==> src/rtl/router_sync.sv <==
// router_sync: destination latch, FIFO write steering and per-port read watchdog.
// Watchdog built only when ROUTER_SYNC_TIMEOUT_EN is defined; otherwise soft resets tie low.
module router_sync #(
    parameter int TIMEOUT = 30
) (
    input  logic       clock,
    input  logic       reset,
    input  logic       detect_add,
    input  logic [2:0] data_in,
    input  logic       write_enb_reg,
    input  logic       empty_0,
    input  logic       empty_1,
    input  logic       empty_2,
    input  logic       full_0,
    input  logic       full_1,
    input  logic       full_2,
    input  logic       read_enb_0,
    input  logic       read_enb_1,
    input  logic       read_enb_2,
    output logic [2:0] write_enb,
    output logic       fifo_full,
    output logic       vld_out_0,
    output logic       vld_out_1,
    output logic       vld_out_2,
    output logic       soft_reset_0,
    output logic       soft_reset_1,
    output logic       soft_reset_2
);

    logic [1:0] int_addr;
    logic [2:0] vld;
    logic [2:0] soft_reset;
    logic       unused_data_bit;

    assign unused_data_bit = data_in[2];

    always_ff @(posedge clock) begin
        if (reset) begin
            int_addr <= 2'b11;
        end else if (detect_add) begin
            int_addr <= data_in[1:0];
        end
    end

    // Address 2'b11 is the idle "no destination" code.
    always_comb begin
        write_enb = 3'b000;
        fifo_full = 1'b0;
        unique case (int_addr)
            2'b00: begin
                write_enb = {2'b00, write_enb_reg};
                fifo_full = full_0;
            end
            2'b01: begin
                write_enb = {1'b0, write_enb_reg, 1'b0};
                fifo_full = full_1;
            end
            2'b10: begin
                write_enb = {write_enb_reg, 2'b00};
                fifo_full = full_2;
            end
            default: begin
                write_enb = 3'b000;
                fifo_full = 1'b0;
            end
        endcase
    end

    assign vld = ~{empty_2, empty_1, empty_0};

    assign vld_out_0 = vld[0];
    assign vld_out_1 = vld[1];
    assign vld_out_2 = vld[2];

`ifdef ROUTER_SYNC_TIMEOUT_EN
    localparam logic [4:0] CNT_LAST = 5'(TIMEOUT - 1);

    logic [2:0] read_enb;

    assign read_enb = {read_enb_2, read_enb_1, read_enb_0};

    for (genvar p = 0; p < 3; p++) begin : g_wdog
        logic [4:0] cnt;
        logic       pulse;

        always_ff @(posedge clock) begin
            if (reset) begin
                cnt   <= 5'd0;
                pulse <= 1'b0;
            end else if (!vld[p] || read_enb[p]) begin
                cnt   <= 5'd0;
                pulse <= 1'b0;
            end else if (cnt == CNT_LAST) begin
                cnt   <= 5'd0;
                pulse <= 1'b1;
            end else begin
                cnt   <= cnt + 5'd1;
                pulse <= 1'b0;
            end
        end

        assign soft_reset[p] = pulse;
    end
`else
    logic [2:0] unused_read_enb;

    assign unused_read_enb = {read_enb_2, read_enb_1, read_enb_0};
    assign soft_reset      = 3'b000;
`endif

    assign soft_reset_0 = soft_reset[0];
    assign soft_reset_1 = soft_reset[1];
    assign soft_reset_2 = soft_reset[2];

endmodule

==> config.mk <==
export PLATFORM = sky130hd
export DESIGN_NAME = router_sync
export DESIGN_NICKNAME = d
export VERILOG_FILES = /design/src/rtl/router_sync.sv
export SDC_FILE = /design/constraint.sdc
export NUM_CORES = 1
export LEC_CHECK = 0
export CORE_AREA = 2 2 39 41
export CTS_CLUSTER_SIZE = 16
export DETAILED_ROUTE_END_ITERATION = 8
export DIE_AREA = 0 0 41 43
export PLACE_DENSITY = 0.58
export SYNTH_ARGS = -nofsm -noshare
export SYNTH_HDL_FRONTEND = slang
export SYNTH_SLANG_ARGS = --single-unit
==> constraint.sdc <==
create_clock -name clock -period 1 [get_ports clock]
set_clock_uncertainty 0.2 [all_clocks]
set_input_delay 0.3 -clock clock [delete_from_list [all_inputs] [get_ports clock]]
set_output_delay 0.3 -clock clock [all_outputs]
set_load 0.01 [all_outputs]
[Word-level counts from Yosys, hierarchy flattened]
Index checks and enable logic that the tools add are counted.
Word-level totals
  register bits after elaboration: 2
  latch bits: 0
  bits in writable memories: 0
  ROM bits: 0
  input bits: 16
  output and inout bits: 10
  word-level logic and storage cells: 7
  memories: 0
Cells by class
  add/subtract/negate cells: 0
  multipliers: 0
  div/mod/pow operators: 0
  $lt $le $gt $ge: 0
  equal/unequal tests: 2
  shift operators: 0
  mux-type cells: 2
  bitwise logic cells: 1
  reduce and logical (&&, ||, !) cells: 1
Operator list (count)
  case mux 3 bit (3 select lines): 1
  NOT 3 bit: 1
  case mux 1 bit (3 select lines): 1
  == test 2 x 1 -> 1 bit, second input constant: 1
  == test 2 bit, second input constant: 1
  zero test 2 bit: 1

[Longest topological paths before layout]
Gate-level depths: netlist (run 1).
  depth after elaboration: 2
  gate-level depth with buffers: 2
  depth with buffers taken out: 2

[Least setup slack after synthesis (run 1)]
OpenSTA, ideal clock, no wires.
  path kind: register to output
  start point: reg int_addr[0]
  end point: out write_enb[0]
  arrival: 0.653 ns
  required time: 0.500 ns
  path slack: -0.153 ns
  cell stages (with the launch flop): 2
  buffers on the path: 0
  cells stage by stage: dfxtp_1 > nor3b_1
Between the ends
  longest elaborated chain between the ends: 2
  elaborated cells between the ends (all ways): 4
  classes of those cells: eq/ne: 2; mux: 1; reduce/logical: 1
RTL lines
  from (decl): line 30  | logic [1:0] int_addr;
  from (signal assigned): line 41  | int_addr <= data_in[1:0];
  == test 2 bit, or another cell as far along: line 49  | unique case (int_addr)
  case mux 3 bit (3 select lines) *: line 49
  to (decl): line 20  | output logic [2:0] write_enb,
Mark *: on every way between the ends. The rest lies on a longest branch, timed or not.

[Worst setup path after layout (run 1)]
  start point: reg int_addr[1]
  end point: out write_enb[0]
The elaborated chain is that of the path after synthesis.

==> flow_summary_export.csv, run 1 <==
group,metric,value,unit
timing,layout_setup_ws,-0.482,ns
synthesis,synthXorXnorAreaFrac,0,%
placement,port_buffers,18,
outcome,violations,"negative setup slack",
grt,grt_max_degree,7,
detailed_routing,viasPerCell,3.50,
layout,largest_register_ffs,2,
floorplan,dieArea,0.00176,mm2
synthesis,synth_top_family_by_area,"simple AND/OR/NAND/NOR gates",
grt,grt_pass1_wl,696,um
layout,reg.largest.list,"int_addr: 2 flops",
floorplan,die_y,43,um
detailed_routing,dr.pass1.iters,1,
clock_network,ctsHoldBuffers,0,
layout,areaGrowthSynthToFinish,140,%
flow_run,drv_cap,0,
timing,fin_crit_sh,148,%
grt,grt_pass1_vias,176,
power,power_per_cell_area,999,mW/mm2
worst_setup_path,worstSetupStartpointType,"flop",
timing,setup_violations,9,
layout,drive_above_1_share,57.5,%
timing,rsz0062_at_grt,"yes",
worst_setup_path,path_cells,"buf_4 -> nor3b_2 -> buf_2",
synthesis,synth_compound_area_share,14.3,%
floorplan,initial_utilization,11.4,%
clock_network,cts-root-buf,"clkbuf_4",
synthesis,synth.avg_cell_area,8.30,um2
worst_setup_path,path_class,"flop to output pin",
min_path,hp-class,"input port to flop",
clock_network,clkTransAtPathRegs,0.03,ns
worst_setup_path,cp.required,0.50,ns
clock_network,htreeDepth,1,
min_path,min_from,"data_in[1]",
clock_network,clk_latency,0.22,ns
floorplan,core_area,0.00138,mm2
placement,gp_congestion,0.509,
worst_setup_path,critical_path.startpoint,"int_addr[1]",
synthesis,synthAdderAreaFrac,0,%
grt,grtUsageTotal,6.21,%
power,vdd_drop_max,0.000472,V
floorplan,rows,14,
layout,finalNonFillerCells,56,
synthesis,netlist_area,158,um2
worst_setup_path,end_kind,"output pin",
synthesis,ys_warn_count,0,
detailed_routing,vias,196,
power,power,377,uW
synthesis,netlist_instances,19,
timing,drv_slew,0,
worst_setup_path,slowest_stage,"dfxtp_4",
synthesis,synth_mux_area_share,6.35,%
floorplan,io_pins,26,
timing,hold_violations,0,
placement,post-place-cells,52,
clock_network,cts_buffers,3,
clock_network,clockBufferDepth,2,
layout,nets,58,
layout,mostFrequentLayoutCells,"8 x dlygate4sd2_1, 8 x buf_6, 3 x inv_2, 3 x conb_1, 3 x clkbuf_4",
worst_setup_path,cp_max_fo,6,
power,p_leak,0.000200,uW
worst_setup_path,crit_family,"flip-flops",
clock_network,cts_tree,"yes",
synthesis,yosys.area_share.simple,30.2,%
synthesis,synth-seq-area-share,25.4,%
timing,hold_slack,0.205,ns
clock_network,clock_sinks,2,
detailed_routing,drc,0,
grt,grt.overflow.total,0,
worst_setup_path,slowest_delay,0.35,ns
floorplan,die_x,41,um
synthesis,ys_types,11,
layout,regMostFlops,"int_addr",
worst_setup_path,worst-path-buf-inv,2,
outcome,status,"complete, but fails checks",
worst_setup_path,r2r_start,"int_addr[1]",
detailed_routing,drt-wirelength-per-cell,7.55,um
synthesis,ys_ff_latch,2,
detailed_routing,drtAntennaViolNets,0,
detailed_routing,wirelength,423,um
worst_setup_path,critPathArrivalTime,0.98,ns
timing,min_period,1.48,ns
placement,hpwl,329,um
detailed_routing,drt_iter0_drc,0,
layout,insertedDiodeCount,0,
timing,fmax,675,MHz
grt,antenna_found_initial,0,
## where the power goes
group / switching, uW / internal (uW)
Clock: 47.2 / 133
Combinational: 36.5 / 67.9
Sequential: 8.13 / 85.1
## stage by stage
stage | TNS, ns | worst slack [ns] | utilization [%] | instance area, um2
global route | -2.17 | -0.542 | 27.3 | 378
floorplan | -0.321 | -0.131 | - | 173
finish | -1.89 | -0.482 | 27.3 | 378
CTS | -1.85 | -0.516 | 26.6 | 368
detailed placement | -7.13 | -0.997 | 25.3 | 350
global placement | -7.06 | -0.985 | 25.3 | 350
## metal layers
metal	GRT usage, %	part of all wire (%)	vias up
met5	0	0	-
met4	6.00	0	0
met3	3.14	11	0
met2	8.75	52	11
met1	6.05	37	83
li1	-	-	102
## path summary, 6_finish.rpt
kind,slack (ns),cells past startpoint,endpoint
worst max-delay path,-0.48,3,write_enb[0]
worst min-delay path,0.21,2,int_addr[1]
worst max register to register,-0.06,2,int_addr[1]
worst min register to register,0.41,2,int_addr[1]
## worst register-to-register path, delay by kind of cell, from the launching register on
family             cells  cell delay (ns)
AOI/OAI and AO/OA      1             0.26
DFF                    1             0.35
and+or+nand+nor        1             0.14
## final cells by class
type	count	area, um2
fill	167	1010
timing repair buffer	19	178
multi-input combinational	13	98.8
sequential	2	47.5
clock buffer	3	22.5
tap	16	20.0
inverter	3	11.3
## cells by family after synthesis
family                 Yosys count
AND/OR/NAND/NOR                  6
AO/OA/AOI/OAI                    3
buffers and inverters            6
multiplexers                     1
other                            1
flip-flops                       2
## repair_timing
item,CTS,global route
setup buffers,0,1
resized for setup,58,1
endpoints found under the setup margin,9,9
pin swaps,3,2
## cells in the mapped netlist
library cell | n | share of area (%)
a211o_1 | 2 | 11
and3b_2 | 2 | 13
buf_4 | 3 | 14
conb_1 | 1 | 2.4
dfxtp_1 | 2 | 25
inv_1 | 3 | 7.1
mux2i_1 | 1 | 6.3
nand3b_1 | 1 | 4.8
nor2b_1 | 2 | 7.9
nor3b_1 | 1 | 4.8
o21ai_1 | 1 | 3.2
Note: power is estimated with default switching activity, not from simulation.
==> run 2: changes to the inputs <==
Settings changed: CAP_MARGIN set to 20, CTS_CLUSTER_DIAMETER set to 100.
==> results of run 2 <==
Same layout as run 1: the final DEF is identical, and so are final timing and power.
==> run 3: changes to the inputs <==
Settings changed: CTS_CLUSTER_SIZE 16 to 24.
==> results of run 3 <==
Same layout as run 1: the final DEF is identical, and so are final timing and power.
